### config.mk
export PLATFORM = sky130hd
export DESIGN_NAME = decode_hazard_controller
export DESIGN_NICKNAME = d
export VERILOG_FILES = /design/src/rtl/decode_hazard_controller.sv
export SDC_FILE = /design/constraint.sdc
export NUM_CORES = 1
export LEC_CHECK = 0
export ABC_AREA = 1
export CORE_MARGIN = 2
export CORE_UTILIZATION = 40
export DETAILED_ROUTE_END_ITERATION = 8
export GPL_ROUTABILITY_DRIVEN = 0
export PLACE_DENSITY = 0.56
export SYNTH_ARGS = -nofsm -noshare
export SYNTH_HDL_FRONTEND = slang
export SYNTH_SLANG_ARGS = --single-unit
### constraint.sdc
create_clock -name clk -period 7.5 [get_ports clk]
set_clock_uncertainty 0.2 [all_clocks]
set_input_delay 2.25 -clock clk [delete_from_list [all_inputs] [get_ports clk]]
set_output_delay 2.25 -clock clk [all_outputs]
set_load 0.1 [all_outputs]
### src/rtl/decode_hazard_controller.sv
`default_nettype none
// ============================================================================
// Module   : decode_hazard_controller
// Brief    : ID-stage scoreboard. Tracks in-flight destinations with latency
//            countdowns, stalls on RAW/WAW/full and drives branch forwarding.
//            It also sequences the flush that follows a taken branch.
//            Optional: HAZARD_STATS_EN adds a saturating stall_cycles counter.
// Revision : 1.0 - initial release
// ============================================================================
module decode_hazard_controller #(
  parameter int REG_W        = 7,
  parameter int DEPTH        = 8,
  parameter int LAT_W        = 3,
  parameter int MAX_LAT      = 7,
  parameter int FLUSH_CYCLES = 1
) (
  input  logic                         clk,
  input  logic                         reset,
  input  logic                         id_valid,
  input  logic [REG_W-1:0]             id_ra,
  input  logic [REG_W-1:0]             id_rb,
  input  logic [REG_W-1:0]             id_rc,
  input  logic                         id_uses_ra,
  input  logic                         id_uses_rb,
  input  logic                         id_uses_rc,
  input  logic                         id_is_branch,
  input  logic                         id_writes_rt,
  input  logic [REG_W-1:0]             id_rt,
  input  logic [LAT_W-1:0]             id_latency,
  input  logic                         branch_result,
  output logic                         stall,
  output logic                         flush,
  output logic                         issue,
  output logic [1:0]                   branch_fwd_sel,
  output logic [$clog2(DEPTH+1)-1:0]   inflight_count
`ifdef HAZARD_STATS_EN
  ,
  output logic [15:0]                  stall_cycles
`endif
);

  localparam int              CNT_W     = $clog2(DEPTH + 1);
  localparam int              FC_W      = $clog2(FLUSH_CYCLES + 1);
  localparam logic [LAT_W:0]  MAX_LAT_X = (LAT_W + 1)'(MAX_LAT);
  localparam logic [LAT_W-1:0] LAT_ONE  = LAT_W'(1);

  typedef enum logic [0:0] {
    ST_RUN   = 1'b0,
    ST_FLUSH = 1'b1
  } state_t;

  state_t             state_q, state_d;
  logic [FC_W-1:0]    fcnt_q, fcnt_d;
  logic [DEPTH-1:0]   valid_q, valid_d;
  logic [REG_W-1:0]   reg_q [DEPTH];
  logic [REG_W-1:0]   reg_d [DEPTH];
  logic [LAT_W-1:0]   rem_q [DEPTH];
  logic [LAT_W-1:0]   rem_d [DEPTH];
  logic [CNT_W-1:0]   inflight_q, inflight_d;

  logic               lat_legal;
  logic [LAT_W-1:0]   lat_eff;
  logic               raw_hit, waw_hit, free_found, hazard;
  logic [1:0]         fwd_hit;
  logic [DEPTH-1:0]   alloc_oh;

  always_comb begin
    lat_legal  = (id_latency != '0) && ({1'b0, id_latency} <= MAX_LAT_X);
    lat_eff    = lat_legal ? id_latency : LAT_ONE;
    raw_hit    = 1'b0;
    waw_hit    = 1'b0;
    fwd_hit    = 2'b00;
    free_found = 1'b0;
    alloc_oh   = '0;
    for (int i = 0; i < DEPTH; i++) begin
      if (valid_q[i]) begin
        // rem==1 means the value is already on the memory-stage bus
        if (rem_q[i] != LAT_ONE) begin
          if ((id_uses_ra && reg_q[i] == id_ra) ||
              (id_uses_rb && reg_q[i] == id_rb) ||
              (id_uses_rc && reg_q[i] == id_rc))
            raw_hit = 1'b1;
        end else begin
          if (id_uses_ra && reg_q[i] == id_ra) fwd_hit[0] = 1'b1;
          if (id_uses_rb && reg_q[i] == id_rb) fwd_hit[1] = 1'b1;
        end
        if (reg_q[i] == id_rt && rem_q[i] > lat_eff) waw_hit = 1'b1;
      end
      // an entry retiring on this edge is free for a same-edge allocation
      if (!free_found && (!valid_q[i] || rem_q[i] == LAT_ONE)) begin
        free_found  = 1'b1;
        alloc_oh[i] = 1'b1;
      end
    end
    hazard = raw_hit || (id_writes_rt && (waw_hit || !free_found));
  end

  always_comb begin
    stall          = (state_q == ST_RUN) && id_valid && hazard;
    issue          = (state_q == ST_RUN) && id_valid && !hazard;
    flush          = (state_q == ST_FLUSH);
    branch_fwd_sel = (issue && id_is_branch) ? fwd_hit : 2'b00;
    inflight_count = inflight_q;
  end

  always_comb begin
    valid_d    = '0;
    inflight_d = '0;
    for (int i = 0; i < DEPTH; i++) begin
      valid_d[i] = valid_q[i] && (rem_q[i] != LAT_ONE);
      reg_d[i]   = reg_q[i];
      rem_d[i]   = valid_q[i] ? (rem_q[i] - LAT_ONE) : rem_q[i];
      if (issue && id_writes_rt && alloc_oh[i]) begin
        valid_d[i] = 1'b1;
        reg_d[i]   = id_rt;
        rem_d[i]   = lat_eff;
      end
      inflight_d = inflight_d + CNT_W'(valid_d[i]);
    end
  end

  always_comb begin
    state_d = state_q;
    fcnt_d  = fcnt_q;
    case (state_q)
      ST_RUN: begin
        if (issue && id_is_branch && branch_result) begin
          state_d = ST_FLUSH;
          fcnt_d  = FC_W'(FLUSH_CYCLES);
        end
      end
      ST_FLUSH: begin
        if (fcnt_q == FC_W'(1)) state_d = ST_RUN;
        else                    fcnt_d  = fcnt_q - FC_W'(1);
      end
      default: state_d = ST_RUN;
    endcase
  end

  always_ff @(posedge clk or negedge reset) begin
    if (!reset) begin
      state_q    <= ST_RUN;
      fcnt_q     <= '0;
      valid_q    <= '0;
      inflight_q <= '0;
      for (int i = 0; i < DEPTH; i++) begin
        reg_q[i] <= '0;
        rem_q[i] <= '0;
      end
    end else begin
      state_q    <= state_d;
      fcnt_q     <= fcnt_d;
      valid_q    <= valid_d;
      inflight_q <= inflight_d;
      for (int i = 0; i < DEPTH; i++) begin
        reg_q[i] <= reg_d[i];
        rem_q[i] <= rem_d[i];
      end
    end
  end

`ifdef HAZARD_STATS_EN
  logic [15:0] stall_cycles_q, stall_cycles_d;

  always_comb begin
    stall_cycles_d = stall_cycles_q;
    if (stall && stall_cycles_q != 16'hFFFF) stall_cycles_d = stall_cycles_q + 16'd1;
  end

  always_ff @(posedge clk or negedge reset) begin
    if (!reset) stall_cycles_q <= '0;
    else        stall_cycles_q <= stall_cycles_d;
  end

  assign stall_cycles = stall_cycles_q;
`endif

  // illegal latencies are clamped to 1 above; flag them in simulation
  a_lat_legal: assert property (@(posedge clk) disable iff (!reset)
                                (issue && id_writes_rt) |-> lat_legal);

endmodule
`default_nettype wire

### After elaboration in Yosys (flattened, before gate mapping)

Cells that the tools add are included.

* register bits after elaboration: 94
* word-level logic and storage cells: 327
* output and inout bits: 9

* eq/ne operators: 49
* order comparisons: 8
* add/sub/neg operators: 16
* bitwise logic cells: 1
* reductions and logical operators: 114
* multiplexer cells: 119

Operators by type and width (count)
* $eq 7x7->1: 32
* $mux 1: 83
* $logic_and 1x1->1: 62
* $mux 3: 17
* $mux 2: 17
* $logic_or 1x1->1: 26
* $eq 3x1->1 const B: 8
* $gt 3x3->1: 8
* $ne 3x1->1 const B: 8
* $sub 3x1->3 const B: 8
* $logic_not 1->1: 17
* $add 4x1->4: 4
* $reduce_bool 2->1: 8
* $add 3x1->4: 1
* $pmux 1 s2: 2
* $add 2x1->3: 1
* $reduce_bool 3->1: 1
* $add 1x1->2: 1
* $ne 2x1->1 const B: 1
* $not 1->1: 1
* $sub 1x1->1 const B: 1

### Longest topological paths before layout

* word-level depth: 41
* depth in mapped cells: 27
* depth with buffers taken out: 25

### Worst setup path before layout

No wires, ideal clock.

* path kind: input -> output
* start: in id_latency[2]
* end: out branch_fwd_sel[0]
* arrival time: 6562 ps
* cell stages on the path: 17
* data required time: 5050 ps
* path buffers: 1
* slack: -1512 ps
* cell sequence: clkbuf_1 -> inv_1 -> a21oi_1 -> inv_1 -> ha_1 -> nand3_1 -> o211ai_2 -> nor2_1 -> nand3_1 -> nand2_1 -> nor2_1 -> nand3_1 -> nand2_2 -> nand4_4 -> inv_1 -> nand2_1 -> a21oi_1

* cells in the longest elaborated chain, start to end: 27
* elaborated cells on any way between the ends: 41

Ends and longest elaborated chain
* start, declared: RTL line 29 `input logic [LAT_W-1:0] id_latency,`
* $reduce_bool 3->1: RTL line 68 `lat_legal = (id_latency != '0) && ({1'b0, id_latency} <= MAX_LAT_X);`
* $mux 3 *: RTL line 69 `lat_eff = lat_legal ? id_latency : LAT_ONE;`
* $gt 3x3->1: RTL line 87 `if (reg_q[i] == id_rt && rem_q[i] > lat_eff) waw_hit = 1'b1;`
* $logic_and 1x1->1: RTL line 87
* $mux 1: RTL line 87
* $mux 1: RTL line 76 `if (valid_q[i]) begin`
* $mux 1: RTL line 87
* $mux 1: RTL line 76
* [12 not listed]
* $logic_or 1x1->1 *: RTL line 95 `hazard = raw_hit || (id_writes_rt && (waw_hit || !free_found));`
* $logic_and 1x1->1 *: RTL line 95
* $logic_or 1x1->1 *: RTL line 95
* $logic_not 1->1 *: RTL line 100 `issue = (state_q == ST_RUN) && id_valid && !hazard;`
* $logic_and 1x1->1 *: RTL line 100
* via issue: RTL line 33 `output logic issue,`
* $logic_and 1x1->1 *: RTL line 102 `branch_fwd_sel = (issue && id_is_branch) ? fwd_hit : 2'b00;`
* $mux 2 *: RTL line 102
* end, declared: RTL line 34 `output logic [1:0] branch_fwd_sel,`

The timed path passes the listed nets; every way through them passes the cells marked *.

### Final worst setup path

* start: in id_latency[0]
* end: out branch_fwd_sel[0]

* cells in the longest elaborated chain, start to end: 27
* elaborated cells on any way between the ends: 41

Ends and longest elaborated chain (RTL line)
* $reduce_bool 3->1: 68
* $mux 3 *: 69
* $gt 3x3->1: 87
* $logic_and 1x1->1: 87
* $mux 1: 87
* $mux 1: 76
* $mux 1: 87
* $mux 1: 76
* [11 not listed]
* $mux 1 *: 76
* $logic_or 1x1->1 *: 95
* $logic_and 1x1->1 *: 95
* $logic_or 1x1->1 *: 95
* $logic_not 1->1 *: 100
* $logic_and 1x1->1 *: 100
* $logic_and 1x1->1 *: 102
* $mux 2 *: 102

Every way passes the cells marked *; elsewhere a longest branch is shown, timed or not.

==> summary by stage <==
Global routing
For this run the aggregate overflow at the end of global routing stands at 0. The largest net degree at the start of global routing is 59. In the global route stage, overall resource usage came out at between 20% and 30%. The via count of the first global-routing pass is 8,641. The number of antenna violations at the first check in global routing was 0. The first-pass GRT wire length is 50,200 um.

Synthesis
The sequential element share of the synthesized area is 26.3%. In this run, distinct cell masters in the synthesized netlist total 38. The cell count after synthesis is 1,431.

The net count after synthesis is 1,518. The post-synthesis sequential element count is 94. The average instance area after synthesis is about 6.2 sq um. The mapped netlist covers just under 0.009 sq mm.

The Yosys step of the flow raised 0 warnings.

Floorplanning
The area of the core is 0.0219 sq mm. The number of placement rows is 54. The vertical die dimension is between 150 and 200 um.

Measured along the x axis, the die boundary spans 154 um. 49 I/O pins were placed. The floorplan die area is ~0.024 sq mm.

For this configuration, the core starts out at a cell density of 40.8%.

Critical path
The largest fanout on the critical path is 8. STA classifies the critical path endpoint as an output pin. At the worst endpoint, the arrival time is 4.92 ns.

The most numerous cell type found on the critical path is sky130_fd_sc_hd__nand3_1. The sort of element at the start of the critical path is a primary input. The delay of the slowest cell on the worst path is approximately 0.52 ns.

The data required time of the critical path is just over 5 ns. For flop-to-flop paths, the worst setup slack is 2.46 ns. The signal on the critical path passes through clkdlybuf4s50_1, a21oi_4, clkinvlp_4, buf_12, ha_4, nand3_1, nand3_1, nor2_1, nand2_1, nand2_1, nor2_2, nand3_1, nand2_2, nand4_4, clkinvlp_4, nand2_4, a21oi_4, buf_12.

The cell with the biggest individual delay on the critical path is sky130_fd_sc_hd__clkdlybuf4s50_1. The critical path is of the primary input to output pin type.

Clock tree
The H-tree depth is 3. The number of clock sinks seen by CTS is 94. The clock tree from TritonCTS is done. The number of buffers added by the clock tree synthesis step is 9.

The tree is rooted in a sky130_fd_sc_hd__clkbuf_16. The clock-pin slew reported for the worst setup and hold paths after clock tree synthesis is 0.08 ns. The clock latency reported for the late side of the worst-skew pair is between 0.3 and 0.4 ns. The maximum number of buffers from clock root to sink is 2.

Drt
For this block, the initial DRC count from the detailed router was 1,033. The number of search-and-repair iterations in the first detailed-routing pass is 5. The via density per instance is between 5 and 6. Wires add up to between 30,000 and 40,000 um.

Across all layers, the routed design uses 9,088 vias. The count of nets left with antenna violations after detail routing is 0. The routed length per placed instance is 18.2 um. In the routed design, unresolved DRC markers number 0.

Run status
The flow ran to the end, and the final reports show no timing, DRC or antenna violations.

Place
Port buffering added 48 buffers. Counting tap cells, the placed design contains a total of ~1,700 instances. The post-DP HPWL is 25,400 um. The worst slack at placement is roughly 0.048 ns.

Final layout
Cells fill a little under half of the core in the end. The library cell used most frequently in the layout, excluding fill and tap cells, is sky130_fd_sc_hd__nand2_1. The final layout contains 1,568 nets. The finished layout holds 1,766 standard cells, fillers aside. The combined area of the multi-input logic cells is 0.00554 sq mm. The storage element area is between 0.002 and 0.0025 sq mm.

The filler cell count in the final layout is 2,380. The fraction of final layout cells sized beyond drive strength 1 is 10.6%. The area overhead of the layout relative to synthesis is 14.0%.

The number of diodes added for antenna fixing is 0. In the layout the commonest cells are 554 x sky130_fd_sc_hd__nand2_1, 142 x sky130_fd_sc_hd__nor2_1, 142 x sky130_fd_sc_hd__inv_1.

STA
The final critical-path required period is 7.37 ns. The top achievable clock speed is 136 MHz. The count of final max-slew check failures is 0. After layout, the worst path uses between 90 and 100% of the clock period.

At the pin with the least slew margin, the transition time is just under 1 ns. Final hold analysis gives a worst-case slack of ~0.28 ns. The worst pin sits at a relative slew slack of 34.3%. The smallest setup slack after layout is 0.134 ns. The final hold violation count is 0. Setup violations remaining at the end of the flow were counted as 0.

Pwr
Summed over all cells, the static leakage comes to 5.07 nW. The maximum VDD drop is approximately 0.18 mV. The cell area power density is 240 mW/mm^2.

Worst hold path
The type of the worst min-delay path is flip-flop to flip-flop.

Run
The number of max-cap violations is 0.
[kinds of logic (layout without fill, tap and decap cells)]
logic type	after synthesis	count (layout)	share of synthesized area [%]
xor+xnor	67	67	6.56
fa+ha+maj	47	47	6.91
buf+inv	247	302	12.9
simple gates	847	847	38.7
compound gates	129	129	8.63
flops	94	94	26.3
[worst paths after layout]
| check | start | endpoint | cells after the start |
|---|---|---|---|
| max | id_latency[0] | branch_fwd_sel[0] | 18 |
| min | fcnt_q | fcnt_q | 2 |
| max reg2reg | rem_q[10] | inflight_count[2] | 25 |
| min reg2reg | fcnt_q | fcnt_q | 2 |
| max in group asynchronous | reset | rem_q[6] | 2 |
| min in group asynchronous | reset | reg_q[13] | 1 |
[routing by layer]
layer	global-route usage, %	wire length, um	vias up
met5	0	0	-
met4	9.39	971	0
met3	4.93	2430	70
met2	44.2	14500	385
met1	37.9	14200	4093
li1	-	-	4540
[layout make-up]
cell class / instances / area share (%)
well taps: 280 / 3.44
clock inverters: 7 / 0.613
multi-input cells: 1090 / 54.3
clock buffers: 9 / 2.21
flip-flops and latches: 94 / 23.1
repair buffers: 106 / 9.52
inverters: 180 / 6.88
[power by group]
group          switching [mW]  internal [mW]
clock                   0.247          0.234
sequential              0.209          0.632
combinational           0.684          0.439
[timing repair]
item | in CTS | in global routing
hold buffers | 0 | 0
buffers inserted | 0 | 2
endpoints found under the setup margin | 0 | 2
gates resized for setup | 0 | 10
[synthesized netlist by cell type]
cell type,number,area (sq um)
sky130_fd_sc_hd__o32ai_1,2,17.5
sky130_fd_sc_hd__o21a_1,2,15.0
sky130_fd_sc_hd__a21oi_1,29,145
sky130_fd_sc_hd__inv_4,7,43.8
sky130_fd_sc_hd__o22ai_1,6,37.5
sky130_fd_sc_hd__buf_2,29,145
sky130_fd_sc_hd__clkinv_2,1,5.00
sky130_fd_sc_hd__xnor2_1,61,534
sky130_fd_sc_hd__fa_1,4,80.1
sky130_fd_sc_hd__nand4_1,24,150
sky130_fd_sc_hd__buf_4,13,97.6
sky130_fd_sc_hd__nor2_2,2,12.5
sky130_fd_sc_hd__inv_2,26,97.6
sky130_fd_sc_hd__inv_1,146,548
sky130_fd_sc_hd__nand4_2,1,12.5
sky130_fd_sc_hd__o211ai_1,14,105
sky130_fd_sc_hd__nand4_4,1,21.3
sky130_fd_sc_hd__xor2_1,6,52.6
sky130_fd_sc_hd__o21ai_2,15,131
sky130_fd_sc_hd__nand3_2,1,10.0
sky130_fd_sc_hd__nand2_2,7,43.8
sky130_fd_sc_hd__ha_1,43,538
sky130_fd_sc_hd__nand3_1,104,521
sky130_fd_sc_hd__buf_6,16,180
sky130_fd_sc_hd__nor2_4,1,11.3
sky130_fd_sc_hd__nand2_1,555,2080
sky130_fd_sc_hd__dfrtp_1,94,2350
sky130_fd_sc_hd__nor4_1,1,6.26
sky130_fd_sc_hd__a21o_1,3,22.5
sky130_fd_sc_hd__nor2_1,144,541
sky130_fd_sc_hd__o21ai_1,24,120
sky130_fd_sc_hd__o21ai_0,33,165
sky130_fd_sc_hd__clkbuf_2,4,20.0
sky130_fd_sc_hd__nand2_4,2,22.5
sky130_fd_sc_hd__o211ai_2,1,12.5
sky130_fd_sc_hd__clkbuf_1,5,18.8
sky130_fd_sc_hd__nand3b_1,1,7.51
sky130_fd_sc_hd__nor3_1,3,15.0
[metrics by stage]
stage | area (sq um) | TNS [ns] | power (mW)
finish | 10200 | 0 | 2.44
CTS | 10100 | 0 | 2.43
global route | 10200 | -0.0124 | 2.66
global placement | 9820 | 0 | 1.93
floorplan | 8990 | -0.0675 | 1.63
detailed placement | 9820 | 0 | 1.94
[critical path: cells and delay by family]
kind / cells / cell delay [ns]
buffers and inverters: 5 / 1.11
and+or+nand+nor: 10 / 0.92
adders and majority gates: 1 / 0.25
AOI/OAI and AO/OA: 2 / 0.36
[flip-flops by register name, indices dropped and copies added (netlist names)]
register	count
flush	1
fcnt_q	1
reg_q	56
valid_q	8
inflight_count	4
rem_q	24
Power figures use the tool's default switching activity.
==> variant 1 (same settings) <==
Set the parameter `LAT_W` to 5 (it was 3).
--- a/src/rtl/decode_hazard_controller.sv
+++ b/src/rtl/decode_hazard_controller.sv
@@ -12,3 +12,3 @@
   parameter int DEPTH        = 8,
-  parameter int LAT_W        = 3,
+  parameter int LAT_W        = 5,
   parameter int MAX_LAT      = 7,
Ports: changed (resized id_latency); port bits go from 49 to 51. No check against the original RTL was run, so the function may have changed too.
==> variant 1 against the unedited design <==
- routed wire length up 16%
- sequential cell count up 16
- count of clock-buffer cells in the layout up 2
- design area up 15%
- total power up 47%
- setup slack better by 0.081 ns
- synthesized area up 14%
- clock power up 8.9%
- critical endpoint is now branch_fwd_sel[1]
- highest routed layer unchanged
==> variant 1: results (changes against the unedited design) <==
finish:
  nonClockBufferCount: 114  # +7.5%
  final_util_pct: 46.6  # about the same
  multi_input_cells: 1237  # +13%
  ff_latch_area_um2: 2750  # +17%
  clkbuf_count: 11  # +2
  n_fill_cell: 2689  # +13%
  clkCellAreaFrac_pct: 2.57  # -0.26 points
  layout-drive-gt1-share_pct: 9.31  # -1.3 points
synthesis:
  synth_compound_gate_area_share_pct: 8.33  # -0.30 points
  synth_xor_area_share_pct: 6.94  # +0.38 points
  yosysUniqueCellTypes: 39  # +2.6%
  yosysSeqAreaShare_pct: 26.9  # +0.62 points
  synth_fa_ha_area_share_pct: 8.00  # +1.1 points
placement:
  hpwl_mm: 28.7  # +13%
  pre_cts_slack_ns: -0.185  # -0.233 ns
  dpl_cell_area_um2: 11300  # +15%
  port_buffers: 50  # +4.2%
sta:
  fmaxAchievable_mhz: 137  # +1.1%
  max-slew-margin-rel_pct: 34.3  # -0.037 points
pwr:
  peakVddDrop_uv: 155  # -16%
  power.leakage_nw: 6.12  # +21%
grt:
  grt_pass1_vias: 9734  # +13%
  grt_pass1_wl_mm: 57.9  # +15%
  grtUsageTotal_pct: 28.8  # +1.1 points
  grt_max_degree: 63  # +6.8%
  gr-usage-met1_pct: 39.4  # +1.5 points
  globalRouteMet2Util_pct: 45.5  # +1.3 points
worst_setup_path:
  crit_fanout: 4  # -4
  path_delay_family: "simple AND/OR/NAND/NOR gates"
  critPathSlowestCell: "ha_4"
  reg2reg_from: "rem_q[36]"
  cp-endpoint: "branch_fwd_sel[1]"
  rrSetupSlack_ns: 2.52  # +0.06 ns
  cp.arrival_ns: 4.84  # -0.08 ns
  reg2regPathDepth: 26  # +4.0%
  max_stage_delay_ns: 0.31  # -0.21 ns
detailed_routing:
  drt_iter0_drc: 1303  # +26%
  wl_mm: 37.4  # +16%
  dr_total_vias: 10447  # +15%
  detail_route.wl_per_cell_um: 18.5  # +1.9%
outcome:
  status: "complete, no violations"
clocking:
  cts_resized: 17  # +17
[variant 1: cell types whose count changed after synthesis, sizes merged, moves of 11 or more]
cell and change:
a21oi +15, ha +16, inv +27, nand3 +11, xor2 +15, o21ai +13, dfrtp +16, nand4 -11
nand2 +47, nor2 +20
[variant 1: per-layer routing]
layer	vias up	share of wire, %	wire length (um)
met5	-	0	0
met4	0	3.5	1320
met3	88	8.3	3090
met2	487	44	16500
met1	4773	44	16500
li1	5099	-	-
[variant 1: how the worst min path moves through the flow]
stage               startpoint      to  slack (ns)
floorplan               fcnt_q  fcnt_q        0.24
global placement        fcnt_q  fcnt_q        0.25
detailed placement      fcnt_q  fcnt_q        0.27
CTS                     fcnt_q  fcnt_q        0.29
global route            fcnt_q  fcnt_q        0.33
finish                  fcnt_q  fcnt_q        0.28
[variant 1: report_power, final]
group / switching, W / internal (W) / leakage, nW
clock: 0.000258 / 0.000265 / 0.146
combinational: 0.00114 / 0.000723 / 4.57
sequential: 0.000392 / 0.000819 / 1.40
==> variant 2 (same settings) <==
Made on the original files. Register the output `inflight_count`, cleared by the reset; this adds one clock of latency there. The other outputs are not delayed to match.
--- a/src/rtl/decode_hazard_controller.sv
+++ b/src/rtl/decode_hazard_controller.sv
@@ -50,2 +50,4 @@
   } state_t;
+
+  logic [$clog2(DEPTH+1)-1:0] inflight_count_d;
 
@@ -102,3 +104,3 @@
     branch_fwd_sel = (issue && id_is_branch) ? fwd_hit : 2'b00;
-    inflight_count = inflight_q;
+    inflight_count_d = inflight_q;
   end
@@ -181,2 +183,10 @@
 
+  always_ff @(posedge clk or negedge reset) begin
+    if (!reset) begin
+      inflight_count <= '0;
+    end else begin
+      inflight_count <= inflight_count_d;
+    end
+  end
+
 endmodule
Function: changed (Yosys sat finds a counterexample within 4 cycles, from zero or initial values and one cycle with reset low).
==> variant 2 against the unedited design <==
- via count is 4.6% higher
- setup slack better by 0.094 ns
- sequential cell count is 4 higher
- die area is 2.1% higher
- critical path depth is 3 lower
- routed wire length is 9.1% higher
- synthesized cell count is 0.28% higher
- total power is 1.7% higher
- combinational power hardly changed
- cell count is 0.17% higher
- design area is 0.64% higher
- synthesized area is 2.2% higher
- critical path type unchanged
- critical endpoint unchanged
- largest cell class unchanged
- highest routed layer unchanged
==> variant 2: results (changes against the unedited design) <==
synthesis:
  synth_fa_ha_area_share_pct: 6.76  # -0.15 points
  yosysSeqAreaShare_pct: 26.8  # +0.53 points
  synthTopCellsByCount: "nand2_1 (553), inv_1 (149), nor2_1 (143), nand3_1 (105), dfrtp_1 (98)"
  yosys-top-cells-area: "dfrtp_1 (27%), nand2_1 (23%), inv_1 (6.1%)"
  ys_warn_count: 0  # unchanged
  yosysUniqueCellTypes: 37  # -2.6%
  synth_nets: 1522  # +0.26%
  synth_compound_gate_area_share_pct: 8.95  # +0.32 points
  syn_avg_cell_area_um2: 6.37  # +1.9%
  synth_xor_area_share_pct: 6.42  # -0.14 points
  async_reset_ff_share_pct: 100  # unchanged
placement:
  dp.cells: 1754  # +0.34%
  hpwl_mm: 26.5  # +4.3%
  pre_cts_slack_ns: 0.246  # +0.198 ns
  port_buffers: 48  # unchanged
sta:
  max-slew-margin-rel_pct: 32.2  # -2.2 points
clocking:
  cts_resized: 0  # unchanged
  htreeDepth: 3  # unchanged
  cts_root_buffer: "clkbuf_16"
  cts_made_buffers: 9  # unchanged
  cts.clk_slew.worst_paths_ns: 0.07
  clockBufferDepth: 2  # unchanged
  cts_hold_buf: 0  # unchanged
  post_cts_buffers: 0  # unchanged
detailed_routing:
  dr_total_vias: 9502  # +4.6%
  vias_per_cell: 5.37  # +4.4%
  detail_route.wl_per_cell_um: 19.8  # +8.9%
  drt_iter0_drc: 1155  # +12%
  drtPass1Iterations: 6  # +1
pwr:
  peakVddDrop_uv: 185  # +0.70%
  p_int_w: 0.00136  # +4.1%
  power.leakage_nw: 5.12  # +0.97%
grt:
  grtUsageTotal_pct: 29.7  # +2.0 points
  antenna_found_initial: 0  # unchanged
  grt_pass1_wl_mm: 54.0  # +7.5%
  grt_max_degree: 67  # +14%
  grt_pass1_vias: 8941  # +3.5%
worst_setup_path:
  path_delay_family: "buffers and inverters"
  max_stage_delay_ns: 0.77  # +0.25 ns
  reg2reg_from: "rem_q[22]"
  crit_fanout: 6  # -2
  cp.arrival_ns: 4.82  # -0.10 ns
  timing.critical_path.from: "id_ra[2]"
  critPathSlowestCell: "clkdlybuf4s50_1"
finish:
  n_fill_cell: 2397  # +0.71%
  antenna_cells: 0  # unchanged
  layout-drive-gt1-share_pct: 10.4  # -0.26 points
  nNetsFinal: 1567  # -0.064%
hold_path:
  min_path_type: "reg2reg"
  hold_start: "inflight_count_d[0]"
outcome:
  status: "complete, no violations"
## variant 2: final timing paths
check | slack, ns | end | cells past startpoint
worst max-delay path | 0.23 | branch_fwd_sel[0] | 15
worst min-delay path | 0.15 | inflight_count[0] | 0
worst max register to register | 2.56 | inflight_count_d[2] | 23
worst min register to register | 0.15 | inflight_count[0] | 0
max in group asynchronous | 4.30 | reg_q[1] | 2
min in group asynchronous | 1.79 | reg_q[48] | 1
## variant 2: cell type report
class,instances,area [um2],area share (%)
Tap cell,285,357,3.47
Multi-Input combinational cell,1090,5530,53.9
Clock inverter,4,51.3,0.500
Sequential cell,98,2450,23.9
Clock buffer,11,243,2.36
Timing Repair Buffer,101,928,9.05
Inverter,180,702,6.84
## variant 2: kinds of logic after synthesis
group                    Yosys count
AO/OA/AOI/OAI                    130
XOR/XNOR                          67
adder cells (fa/ha/maj)           47
buffers and inverters            247
flip-flops                        98
AND/OR/NAND/NOR                  846
## variant 2: per-layer routing
layer	global-route usage, %	routed length [um]
met1	41.4	15100
met2	46.3	15400
met3	5.79	3530
met4	9.57	1070
met5	0	0
## variant 2: through the flow
stage                     utilization [%]  cell area, um2
after floorplan                         -            9190
after global placement               44.3            9970
after detailed placement             44.3            9970
after CTS                            45.6           10300
after global routing                 45.6           10300
final                                45.6           10300
## variant 2: power groups by stage
| stage | logic (W) | clock network [W] | registers (W) |
|---|---|---|---|
| 2_1_floorplan | 0.000844 | 0 | 0.000816 |
| 3_3_place_gp | 0.00109 | 0 | 0.000877 |
| 3_5_place_dp | 0.00110 | 0 | 0.000876 |
| 4_1_cts | 0.00111 | 0.000501 | 0.000866 |
| 5_1_grt | 0.00128 | 0.000518 | 0.000892 |
| 6_report | 0.00112 | 0.000492 | 0.000876 |
